`src/rtl/uart_pkg.sv`:
```
// Shared definitions for the UART transmitter/receiver: FSM state
// encodings, frame constants and the bit-period calculation.
package uart_pkg;

    localparam int DATA_BITS = 8;

    typedef enum logic [1:0] {
        TX_IDLE,
        TX_START,
        TX_DATA,
        TX_STOP
    } tx_state_t;

    typedef enum logic [1:0] {
        RX_IDLE,
        RX_START,
        RX_DATA,
        RX_STOP
    } rx_state_t;

    // Clock cycles per bit, rounded to nearest integer.
    function automatic int clks_per_bit(input int clk_freq, input int baud);
        longint q;
        q = (longint'(clk_freq) + longint'(baud / 2)) / longint'(baud);
        return int'(q);
    endfunction

endpackage

```
`src/rtl/uart_baud_cnt.sv`:
```
// Bit-period counter. Held at zero while i_load is high, otherwise counts
// 0..CLKS_PER_BIT-1 and wraps. o_full marks the last cycle of a bit period,
// o_half marks the cycle half a period after the count started.
module uart_baud_cnt
    import uart_pkg::*;
#(
    parameter int CLKS_PER_BIT = 10417,
    parameter int CNT_W        = 14
) (
    input  logic clk,
    input  logic rst,
    input  logic i_load,
    output logic o_full,
    output logic o_half
);

    localparam logic [CNT_W-1:0] FULL_V = CNT_W'(CLKS_PER_BIT - 1);
    localparam logic [CNT_W-1:0] HALF_V = CNT_W'(CLKS_PER_BIT / 2 - 1);

    logic [CNT_W-1:0] r_cnt;

    // Free-running period counter, restarted by load or at the end of a period.
    always_ff @(posedge clk or negedge rst) begin
        if (!rst) begin
            r_cnt <= '0;
        end else if (i_load || (r_cnt == FULL_V)) begin
            r_cnt <= '0;
        end else begin
            r_cnt <= r_cnt + 1'b1;
        end
    end

    assign o_full = (r_cnt == FULL_V);
    assign o_half = (r_cnt == HALF_V);

endmodule

```
`src/rtl/uart_txrx.sv`:
```
// 8N1 UART with independent transmitter and receiver sharing one clock.
// TX shifts a latched byte out LSB first; RX synchronizes the line,
// validates the start bit at its centre and samples every bit mid-period.
module uart_txrx
    import uart_pkg::*;
#(
    parameter int CLK_FREQ = 100_000_000,
    parameter int BAUD     = 9600
) (
    input  logic       clk,
    input  logic       rst,
    input  logic       wr_en,
    input  logic [7:0] tx_data,
    output logic       tx,
    output logic       tx_busy,
    input  logic       rx,
    output logic [7:0] rx_data,
    output logic       rx_valid,
    output logic       rx_err
);

    localparam int CLKS_PER_BIT = clks_per_bit(CLK_FREQ, BAUD);
    localparam int CNT_W        = (CLKS_PER_BIT > 2) ? $clog2(CLKS_PER_BIT) : 1;
    localparam int IDX_W        = $clog2(DATA_BITS);
    localparam logic [IDX_W-1:0] LAST_IDX = IDX_W'(DATA_BITS - 1);

    // ------------------------------------------------------------------
    // Transmitter
    // ------------------------------------------------------------------
    tx_state_t            r_tx_state;
    logic [DATA_BITS-1:0] r_tx_shift;
    logic [IDX_W-1:0]     r_tx_idx;
    logic                 r_tx;
    logic                 r_tx_busy;
    logic                 w_tx_load;
    logic                 w_tx_full;
    logic                 w_tx_half_unused;

    // Counter sits at zero in IDLE so the start bit gets a full period.
    assign w_tx_load = (r_tx_state == TX_IDLE);

    uart_baud_cnt #(
        .CLKS_PER_BIT (CLKS_PER_BIT),
        .CNT_W        (CNT_W)
    ) u_tx_cnt (
        .clk    (clk),
        .rst    (rst),
        .i_load (w_tx_load),
        .o_full (w_tx_full),
        .o_half (w_tx_half_unused)
    );

    // TX FSM: registered line output, shift register drained LSB first.
    always_ff @(posedge clk or negedge rst) begin
        if (!rst) begin
            r_tx_state <= TX_IDLE;
            r_tx_shift <= '0;
            r_tx_idx   <= '0;
            r_tx       <= 1'b1;
            r_tx_busy  <= 1'b0;
        end else begin
            case (r_tx_state)
                TX_IDLE: begin
                    if (wr_en && !r_tx_busy) begin
                        r_tx_state <= TX_START;
                        r_tx_shift <= tx_data;
                        r_tx_idx   <= '0;
                        r_tx       <= 1'b0;
                        r_tx_busy  <= 1'b1;
                    end
                end
                TX_START: begin
                    if (w_tx_full) begin
                        r_tx_state <= TX_DATA;
                        r_tx       <= r_tx_shift[0];
                        r_tx_shift <= r_tx_shift >> 1;
                    end
                end
                TX_DATA: begin
                    if (w_tx_full) begin
                        if (r_tx_idx == LAST_IDX) begin
                            r_tx_state <= TX_STOP;
                            r_tx       <= 1'b1;
                        end else begin
                            r_tx_idx   <= r_tx_idx + 1'b1;
                            r_tx       <= r_tx_shift[0];
                            r_tx_shift <= r_tx_shift >> 1;
                        end
                    end
                end
                TX_STOP: begin
                    if (w_tx_full) begin
                        r_tx_state <= TX_IDLE;
                        r_tx_busy  <= 1'b0;
                    end
                end
                default: begin
                    r_tx_state <= TX_IDLE;
                    r_tx       <= 1'b1;
                    r_tx_busy  <= 1'b0;
                end
            endcase
        end
    end

    assign tx      = r_tx;
    assign tx_busy = r_tx_busy;

    // ------------------------------------------------------------------
    // Receiver
    // ------------------------------------------------------------------
    logic [1:0]           r_rx_sync;
    logic                 w_rx_s;
    rx_state_t            r_rx_state;
    logic [DATA_BITS-1:0] r_rx_shift;
    logic [IDX_W-1:0]     r_rx_idx;
    logic [DATA_BITS-1:0] r_rx_data;
    logic                 r_rx_valid;
    logic                 r_rx_err;
    logic                 w_rx_load;
    logic                 w_rx_full;
    logic                 w_rx_half;

    // Two-flop synchronizer; reset to idle-high so reset never looks like a start bit.
    always_ff @(posedge clk or negedge rst) begin
        if (!rst) begin
            r_rx_sync <= 2'b11;
        end else begin
            r_rx_sync <= {r_rx_sync[0], rx};
        end
    end

    assign w_rx_s = r_rx_sync[1];

    // Restart the period at the start-bit centre so later samples land mid-bit.
    assign w_rx_load = (r_rx_state == RX_IDLE) ||
                       ((r_rx_state == RX_START) && w_rx_half);

    uart_baud_cnt #(
        .CLKS_PER_BIT (CLKS_PER_BIT),
        .CNT_W        (CNT_W)
    ) u_rx_cnt (
        .clk    (clk),
        .rst    (rst),
        .i_load (w_rx_load),
        .o_full (w_rx_full),
        .o_half (w_rx_half)
    );

    // RX FSM: start-bit validation, mid-bit sampling, stop-bit framing check.
    always_ff @(posedge clk or negedge rst) begin
        if (!rst) begin
            r_rx_state <= RX_IDLE;
            r_rx_shift <= '0;
            r_rx_idx   <= '0;
            r_rx_data  <= '0;
            r_rx_valid <= 1'b0;
            r_rx_err   <= 1'b0;
        end else begin
            r_rx_valid <= 1'b0;
            r_rx_err   <= 1'b0;
            case (r_rx_state)
                RX_IDLE: begin
                    if (!w_rx_s) begin
                        r_rx_state <= RX_START;
                    end
                end
                RX_START: begin
                    if (w_rx_half) begin
                        if (w_rx_s) begin
                            r_rx_state <= RX_IDLE;
                        end else begin
                            r_rx_state <= RX_DATA;
                            r_rx_idx   <= '0;
                        end
                    end
                end
                RX_DATA: begin
                    if (w_rx_full) begin
                        r_rx_shift <= {w_rx_s, r_rx_shift[DATA_BITS-1:1]};
                        if (r_rx_idx == LAST_IDX) begin
                            r_rx_state <= RX_STOP;
                        end else begin
                            r_rx_idx <= r_rx_idx + 1'b1;
                        end
                    end
                end
                RX_STOP: begin
                    if (w_rx_full) begin
                        r_rx_state <= RX_IDLE;
                        if (w_rx_s) begin
                            r_rx_data  <= r_rx_shift;
                            r_rx_valid <= 1'b1;
                        end else begin
                            r_rx_err <= 1'b1;
                        end
                    end
                end
                default: begin
                    r_rx_state <= RX_IDLE;
                end
            endcase
        end
    end

    assign rx_data  = r_rx_data;
    assign rx_valid = r_rx_valid;
    assign rx_err   = r_rx_err;

endmodule

```
`config.mk`:
```
export PLATFORM = sky130hd
export DESIGN_NAME = uart_txrx
export DESIGN_NICKNAME = d
export VERILOG_FILES = /design/src/rtl/uart_pkg.sv /design/src/rtl/uart_baud_cnt.sv /design/src/rtl/uart_txrx.sv
export SDC_FILE = /design/constraint.sdc
export NUM_CORES = 1
export LEC_CHECK = 0
export BUFFER_PORTS_ARGS = -buffer_cell sky130_fd_sc_hd__clkbuf_2
export CAP_MARGIN = 20
export CORE_MARGIN = 2
export CORE_UTILIZATION = 60
export DETAILED_ROUTE_END_ITERATION = 8
export PLACE_DENSITY = 0.77
export SLEW_MARGIN = 30
export SYNTH_ARGS = -nofsm -noshare
export SYNTH_HDL_FRONTEND = slang
export SYNTH_HIERARCHICAL = 1
export SYNTH_SLANG_ARGS = --single-unit
```
`constraint.sdc`:
```
create_clock -name clk -period 2.8 [get_ports clk]
set_clock_uncertainty 0.2 [all_clocks]
set_input_delay 0.14 -clock clk [delete_from_list [all_inputs] [get_ports clk]]
set_output_delay 0.14 -clock clk [all_outputs]
set_load 0.01 [all_outputs]
```
==> qor.txt, run 1 <==
Inserted Diodes = 0
Die Span X = 79.6 um
Antenna-violating nets left = 0
Leak Pwr = 1.79 nW
Max-slew violation count = 0
Post-CTS setup buffer count = 0
Root Driver = clkbuf_8
Critical Path AT = 2.60 ns
Maximum VDD drop = 349 uV
Global-route wire length before repair = 9.94 mm
Avg Cell Area, Syn = 11.5 sq um
H-tree Lvls = 3
Vias in the first global route = 2185
Die H = 79.6 um
Maximum operating frequency = 388 MHz
Port-buffer cells = 23
CTS Buffer Depth = 2
PD cells = 488 nW/um^2
Seq pwr share = 0.522
Num CTS Buffers = 9
RSZ-0062 raised after global routing = false
# fillers = 389
Worst setup EP type = register
Status = finished clean
Placement Rows = 27
Wire per inst = 13.8 um
Worst-path fanout max = 8
Detailed-route DRC error count = 0
Routed vias = 2170
GRT Resource Usage Total = 0.205
Rel. slew slack = 0.454
Post-Syn Instances = 299
Internal power = 1.51 mW
Syn nets = 325
Clk slew on worst S/H paths = 0.08 ns
Final wirelength = 5.66 mm
Final Hold Viols = 0
Worst skew pair latency = 0.35 ns
Total of max-cap violations = 0
R2r setup slk = 0.22 ns
HP Class = register to register
Register area = 1710 sq um
Sw Share = 0.206
Tcrit/Tclk final = 0.920
Largest net degree at the start of global routing = 69
Share of layout cells above drive strength 1 = 0.275
Initial Util = 0.622
Final setup fails = 0
Drt via density = 5.29
Area occupied by multi-input gates = 1580 sq um
Total grt overflow = 0
Core area = 5510 sq um
Hold Crit Depth = 0
Initial antenna violation count = 0
Setup CP Type = register to register
Final net count = 360
Crit start category = register
Initial DRC count = 107
CTS tree = built
I/O pin cnt = 24
Clock Power Share = 0.451
Die Footprint = 6330 sq um
RD Place Congestion = 0.868
R2R depth = 5
Req. time, crit path = 2.83 ns
Worst Tran Pin Value = 0.819 ns
Final worst path period need = 2.58 ns
Warnings from Yosys = 6
Synth-to-Final Area Change = 14.0%
Comb pwr share = 0.027
Initial DRT Pass Iterations = 4
Synth Cell Area = 3430 sq um
Min Hold Slack = 0.151 ns
Psw = 393 uW
Setup TNS = 0 ns
Clock sink total = 68
Hpwl dp = 3.74 mm
## power groups by stage
stage / registers, mW / logic (mW) / clock network, mW
final: 0.995 / 0.0505 / 0.860
after global routing: 0.995 / 0.0582 / 0.937
after CTS: 0.995 / 0.0518 / 0.887
after detailed placement: 1.01 / 0.0397 / 0
after global placement: 1.01 / 0.0385 / 0
after floorplan: 1.01 / 0.0106 / 0
## layout by cell type (no fill, tap or decap), types with 2 or more instances in the layout
| cell type | n |
|---|---|
| dfrtp_1 | 65 |
| nor2_1 | 36 |
| mux2_2 | 35 |
| clkbuf_2 | 22 |
| xnor2_1 | 20 |
| inv_1 | 18 |
| nand2_1 | 15 |
| ha_1 | 14 |
| nand3_1 | 14 |
| dlygate4sd3_1 | 11 |
| clkbuf_8 | 9 |
| nor3_1 | 7 |
| nor4_1 | 6 |
| mux2i_1 | 5 |
| nor2b_1 | 5 |
| o21ai_0 | 4 |
| xor2_1 | 4 |
| nand4_1 | 3 |
| a21oi_1 | 3 |
| buf_4 | 3 |
| dfstp_2 | 3 |
| nand3b_1 | 2 |
| bufinv_16 | 2 |
| clkinv_4 | 2 |
| nand4bb_1 | 2 |
| or4b_4 | 2 |
| or3b_2 | 2 |
| nor4_4 | 2 |
| or2_1 | 2 |
## registers in the layout (all words and copies together) (netlist names), 3 cells and up, named ones only
name and flops:
rx_data 8, u_tx_cnt/r_cnt 14, r_tx_idx 3, u_rx_cnt/r_cnt 14, r_rx_shift 8, r_tx_shift 8
r_rx_idx 3
## area by class of cell
class	instances	share of cell area
Clock buffer	9	0.0317
Inverter	18	0.0173
Multi-Input combinational cell	200	0.405
Sequential cell	68	0.437
Clock inverter	6	0.0231
Timing Repair Buffer	37	0.0634
Tap cell	72	0.0231
## repair_timing
item                                   4_1_cts  5_1_grt
gates resized for setup                      0        0
endpoints found under the hold margin       75        0
hold buffers                                11        0
## per-stage QoR
stage	util	power [mW]	cells	cell area [sq um]	setup WS (ns)
5_1_grt	0.709	1.99	410	3910	0.0725
4_1_cts	0.709	1.93	410	3910	0.197
6_report	0.709	1.91	410	3910	0.224
3_3_place_gp	0.651	1.05	384	3580	0.254
2_1_floorplan	-	1.02	299	3430	0.295
3_5_place_dp	0.651	1.05	384	3580	0.220
## metal layers
layer  up-vias  wire, um  global-route usage
met4         0        49              0.0672
met5         -         0                   0
met1      1060      2660               0.264
met2        27      2760               0.324
met3         4       186              0.0713
li1       1079         -                   -
## worst paths after layout
check	from	end
hold / removal	r_rx_sync[0]	r_rx_sync[1]
setup reg to reg	u_tx_cnt/r_cnt[3]	r_tx_shift[4]
max in group asynchronous	rst	r_rx_shift[3]
hold reg to reg	r_rx_sync[0]	r_rx_sync[1]
min in group asynchronous	rst	r_tx_shift[5]
setup / recovery	u_tx_cnt/r_cnt[3]	r_tx_shift[4]
## worst max-delay path: stages, from the launching register on
cell and delay [ns]:
dfrtp_1 0.43, or4b_4 0.56, nor4_4 0.24, o21ba_4 0.22
a211oi_4 0.42, mux2_2 0.39
No activity file was read; power rests on OpenSTA's default activity.
==> run 2, diff against run 1 <==
CELL_PAD_IN_SITES_DETAIL_PLACEMENT = 0   (was default)
CELL_PAD_IN_SITES_GLOBAL_PLACEMENT = 1   (was default)
CORE_UTILIZATION = 30   (was 60)
PLACE_DENSITY = 0.51   (was 0.77)
SLEW_MARGIN = 10   (was 30)
==> qor.txt, run 2 (synthesized netlist as in run 1, its figures left out) <==
Dpl ws = 0.181 ns (-0.0390 ns)
Initial antenna violation count = 0 (unchanged)
Core area = 11300 sq um (+100%)
Worst Tran Pin Value = 0.880 ns (+0.0606 ns)
Inserted Diodes = 0 (unchanged)
Largest net degree at the start of global routing = 69 (unchanged)
Placement Rows = 39 (+44%)
Die H = 111 um (+39%)
Maximum operating frequency = 384 MHz (-1.2%)
Final worst path period need = 2.61 ns (+0.0308 ns)
Comb pwr share = 0.024 (-0.003)
Reg2Reg Launch Point = u_tx_cnt/r_cnt[3]
Commonest non-fill, non-tap cells in the layout = dfrtp_1, nor2_1, mux2_2, clkbuf_2, xnor2_1
Power Total = 2.13 mW (+12%)
CTS tree = built
Sw Share = 0.226 (+0.0198)
Resize count post-CTS = 0 (unchanged)
Leak Pwr = 1.84 nW (+2.5%)
I/O pin cnt = 24 (unchanged)
Largest regs = u_rx_cnt/r_cnt: 14 flops, u_tx_cnt/r_cnt: 14 flops
Seq pwr share = 0.468 (-0.054)
Hold_sp = r_rx_sync[0]
Die Footprint = 12300 sq um (+94%)
Antenna-violating nets left = 0 (unchanged)
Psw = 481 uW (+22%)
Clk slew on worst S/H paths = 0.06 ns (-0.02 ns)
Port-buffer cells = 23 (unchanged)
Fin worst setup slack = 0.193 ns (-0.0308 ns)
Drt via density = 4.55 (-14%)
Internal power = 1.65 mW (+8.9%)
Setup TNS = 0 ns (unchanged)
Post-CTS setup buffer count = 0 (unchanged)
Status = finished clean
Fin cells = 485 (+18%)
Root Driver = clkbuf_16
Maximum VDD drop = 272 uV (-22%)
Detailed-route DRC error count = 0 (unchanged)
Rel. slew slack = 0.413 (-0.0404)
Worst skew pair latency = 0.33 ns (-0.02 ns)
Initial DRT Pass Iterations = 4 (unchanged)
Clock sink total = 68 (unchanged)
Max-slew violation count = 0 (unchanged)
Initial Util = 0.304 (-0.318)
CP Launch Point = u_tx_cnt/r_cnt[3]
Final Hold Viols = 0 (unchanged)
Hpwl dp = 4.12 mm (+10%)
Global-route wire length before repair = 11.6 mm (+16%)
Crit start category = register
Final setup fails = 0 (unchanged)
Post-Place Cell Area = 3690 sq um (+3.1%)
Final Instance Area = 4090 sq um (+4.7%)
RSZ-0062 raised after global routing = false
Worst-path fanout max = 8 (unchanged)
Final wirelength = 6.25 mm (+10%)
Total of max-cap violations = 0 (unchanged)
Clock Power Share = 0.508 (+0.057)
GRT Resource Usage Total = 0.116 (-0.0884)
Cells after DPL = 458 (+19%)
Share of layout cells above drive strength 1 = 0.284 (+0.00848)
Final Util = 0.363 (-0.347)
Worst setup EP type = register
Leading cell type in the layout, fill and taps excluded = dfrtp_1
Routed vias = 2205 (+1.6%)
Tcrit/Tclk final = 0.931 (+0.0110)
Critical Path AT = 2.62 ns (+0.02 ns)
H-tree Lvls = 3 (unchanged)
RD Place Congestion = 0.724 (-17%)
Setup CP Type = register to register
Vias in the first global route = 2390 (+9.4%)
Synth-to-Final Area Change = 19.4%
CTS Buffer Depth = 2 (unchanged)
Initial DRC count = 79 (-26%)
Wire per inst = 12.9 um (-6.7%)
Req. time, crit path = 2.82 ns (about the same)
Die Span X = 111 um (+39%)
HP Class = register to register
Num CTS Buffers = 9 (unchanged)
Total grt overflow = 0 (unchanged)
Min Hold Slack = 0.155 ns (+0.00433 ns)
Final net count = 363 (+0.83%)
PD cells = 520 nW/um^2 (+6.7%)
==> run 2: final timing paths <==
kind                       cells after the start             to  slack [ns]
setup / recovery                               5  r_tx_shift[4]        0.19
hold / removal                                 0   r_rx_sync[1]        0.16
setup reg to reg                               5  r_tx_shift[4]        0.19
hold reg to reg                                0   r_rx_sync[1]        0.16
max in group asynchronous                      3    r_rx_idx[2]        1.48
min in group asynchronous                      3  r_tx_shift[7]        0.35
==> run 2: critical path, cell delays in order (launching register included) <==
cell and delay, ns:
dfrtp_1 0.43, or4b_4 0.56, nor4_4 0.25, o21ba_4 0.22, a211oi_4 0.44, mux2_2 0.39
==> run 2: routing by layer <==
metal / vias up / track usage / routed length (um)
li1: 1094 / - / -
met1: 1072 / 0.150 / 3060
met2: 33 / 0.182 / 2910
met3: 6 / 0.0426 / 208
met4: 0 / 0.0392 / 69
met5: - / 0 / 0
==> run 2: cell type report <==
type	count	area, sq um
clock buffers	10	239
clock inverters	6	46.3
fillers	1117	7180
inverters	18	67.6
multi-input cells	200	1580
flip-flops and latches	68	1710
well taps	143	179
repair buffers	40	270
==> run 2: timing repair <==
item | 4_1_cts | 5_1_grt
endpoints found under the hold margin | 75 | 0
hold buffers | 11 | 0
endpoints found under the setup margin | 0 | 0
==> run 2: power by group through the flow <==
stage / clock (mW) / combinational [mW] / sequential (mW)
final: 1.08 / 0.0514 / 0.996
after global routing: 1.17 / 0.0596 / 0.996
after CTS: 1.13 / 0.0542 / 0.995
after detailed placement: 0 / 0.0425 / 1.01
after global placement: 0 / 0.0425 / 1.01
after floorplan: 0 / 0.0106 / 1.01
==> run 3, diff against run 2 <==
RECOVER_POWER = 50   (was default)
==> qor.txt, run 3 (synthesized netlist as in run 1, its figures left out) <==
Antenna-violating nets left = 0 (unchanged)
Initial antenna violation count = 0 (unchanged)
Commonest non-fill, non-tap cells in the layout = dfrtp_1, nor2_1, mux2_2, xnor2_1, inv_1
Resize count post-CTS = 0 (unchanged)
Hold Crit Depth = 0 (unchanged)
Placement Rows = 39 (unchanged)
Largest regs = u_rx_cnt/r_cnt: 14 flops, u_tx_cnt/r_cnt: 14 flops
Worst skew pair latency = 0.33 ns (about the same)
Largest net degree at the start of global routing = 69 (unchanged)
Setup CP Type = register to register
Post-Place Cell Area = 3690 sq um (unchanged)
Met3 wire length = 242 um (+16%)
RSZ-0062 raised after global routing = false
# fillers = 1119 (+0.18%)
Rel. slew slack = -0.148 (-0.562)
Clock sink total = 68 (unchanged)
Clk slew on worst S/H paths = 0.06 ns (about the same)
Final Instance Area = 4070 sq um (-0.43%)
Fin worst setup slack = 0.193 ns (-0.000265 ns)
Die H = 111 um (unchanged)
Core area = 11300 sq um (unchanged)
Wire per inst = 12.9 um (about the same)
Initial Util = 0.304 (unchanged)
Detailed-route DRC error count = 0 (unchanged)
Final Hold Viols = 0 (unchanged)
Met2 wire length = 2.91 mm (about the same)
Initial DRT Pass Iterations = 4 (unchanged)
Global-route wire length before repair = 11.6 mm (unchanged)
H-tree Lvls = 3 (unchanged)
Max-slew violation count = 69 (+69)
Hpwl dp = 4.12 mm (unchanged)
Total of max-cap violations = 1 (+1)
Initial DRC count = 91 (+15%)
Final net count = 363 (unchanged)
Maximum VDD drop = 272 uV (about the same)
Drt via density = 4.54 (-0.14%)
GRT Resource Usage Total = 0.116 (unchanged)
Uppermost layer routed = met4
Total grt overflow = 0 (unchanged)
Worst Tran Pin Value = 1.72 ns (+0.843 ns)
CTS tree = built
WL met1 = 3.02 mm (-1.3%)
Num CTS Buffers = 9 (unchanged)
Tcrit/Tclk final = 0.931 (about the same)
RD Place Congestion = 0.724 (unchanged)
Routed vias = 2202 (-0.14%)
Min Hold Slack = 0.155 ns (+0.000161 ns)
Worst-path fanout max = 8 (unchanged)
I/O pin cnt = 24 (unchanged)
Critical Path AT = 2.62 ns (about the same)
HP Class = register to register
Die Footprint = 12300 sq um (unchanged)
Req. time, crit path = 2.82 ns (about the same)
Setup TNS = 0 ns (unchanged)
CTS Buffer Depth = 2 (unchanged)
Port-buffer cells = 23 (unchanged)
Final wirelength = 6.24 mm (about the same)
Inserted Diodes = 0 (unchanged)
Vias in the first global route = 2390 (unchanged)
Register area = 1710 sq um (unchanged)
Crit start category = register
Root Driver = clkbuf_16
Status = complete, but fails checks
Leading cell type in the layout, fill and taps excluded = dfrtp_1
PD cells = 523 nW/um^2 (+0.48%)
Share of layout cells above drive strength 1 = 0.249 (-0.0351)
R2R depth = 5 (unchanged)
Final worst path period need = 2.61 ns (+0.000265 ns)
Final setup fails = 0 (unchanged)
Maximum operating frequency = 384 MHz (about the same)
Synth-to-Final Area Change = 18.8%
Failing checks = max-capacitance violations, max-slew violations
Leak Pwr = 1.80 nW (-2.2%)
Area occupied by multi-input gates = 1580 sq um (unchanged)
Die Span X = 111 um (unchanged)
Dpl ws = 0.181 ns (unchanged)
Worst setup EP type = register
-- run 3: cell count changes in the layout (fill, tap and decap cells not counted), sizes merged --
cell    delta
clkbuf     +1
buf        -1
-- run 3: timing repair --
action                                 CTS  global route
hold buffers                            11             0
setup buffers                            0             0
endpoints found under the hold margin   75             0
-- run 3: per-layer routing --
metal / up-vias / GRT usage
li1: 1092 / -
met1: 1064 / 0.150
met2: 40 / 0.182
met3: 6 / 0.0426
met4: 0 / 0.0392
met5: - / 0
-- run 3: final cells by class --
cell class	count	share of cell area
Sequential cell	68	0.419
Multi-Input combinational cell	200	0.388
Timing Repair Buffer	40	0.0621
Clock buffer	10	0.0587
Tap cell	143	0.0439
Inverter	18	0.0166
Clock inverter	6	0.0114
-- run 3: stage by stage --
step,cells,power [mW],util
6_report,485,2.13,0.361
5_1_grt,485,2.22,0.361
4_1_cts,485,2.18,0.363
3_5_place_dp,458,1.06,0.328
3_3_place_gp,458,1.06,0.328
2_1_floorplan,299,1.02,-
-- run 3: path summary, 6_finish.rpt --
check	slack [ns]	start	to
max in group asynchronous	0.69	rst	r_rx_idx[2]
min in group asynchronous	0.68	rst	r_tx_shift[7]
worst min register to register	0.16	r_rx_sync[0]	r_rx_sync[1]
worst min-delay path	0.16	r_rx_sync[0]	r_rx_sync[1]
worst max register to register	0.19	u_tx_cnt/r_cnt[3]	r_tx_shift[4]
worst max-delay path	0.19	u_tx_cnt/r_cnt[3]	r_tx_shift[4]
-- run 3: critical path, cell delays in order (launching register included) --
cell and delay, ns:
dfrtp_1 0.43, or4b_4 0.56, nor4_4 0.25, o21ba_4 0.22, a211oi_4 0.44, mux2_2 0.39
-- run 3: where the power goes --
part           leakage [nW]  switching, mW  internal, mW  total, mW
combinational         0.792         0.0267        0.0243     0.0510
clock                 0.136          0.452         0.631       1.08
sequential            0.871        0.00404         0.992      0.996
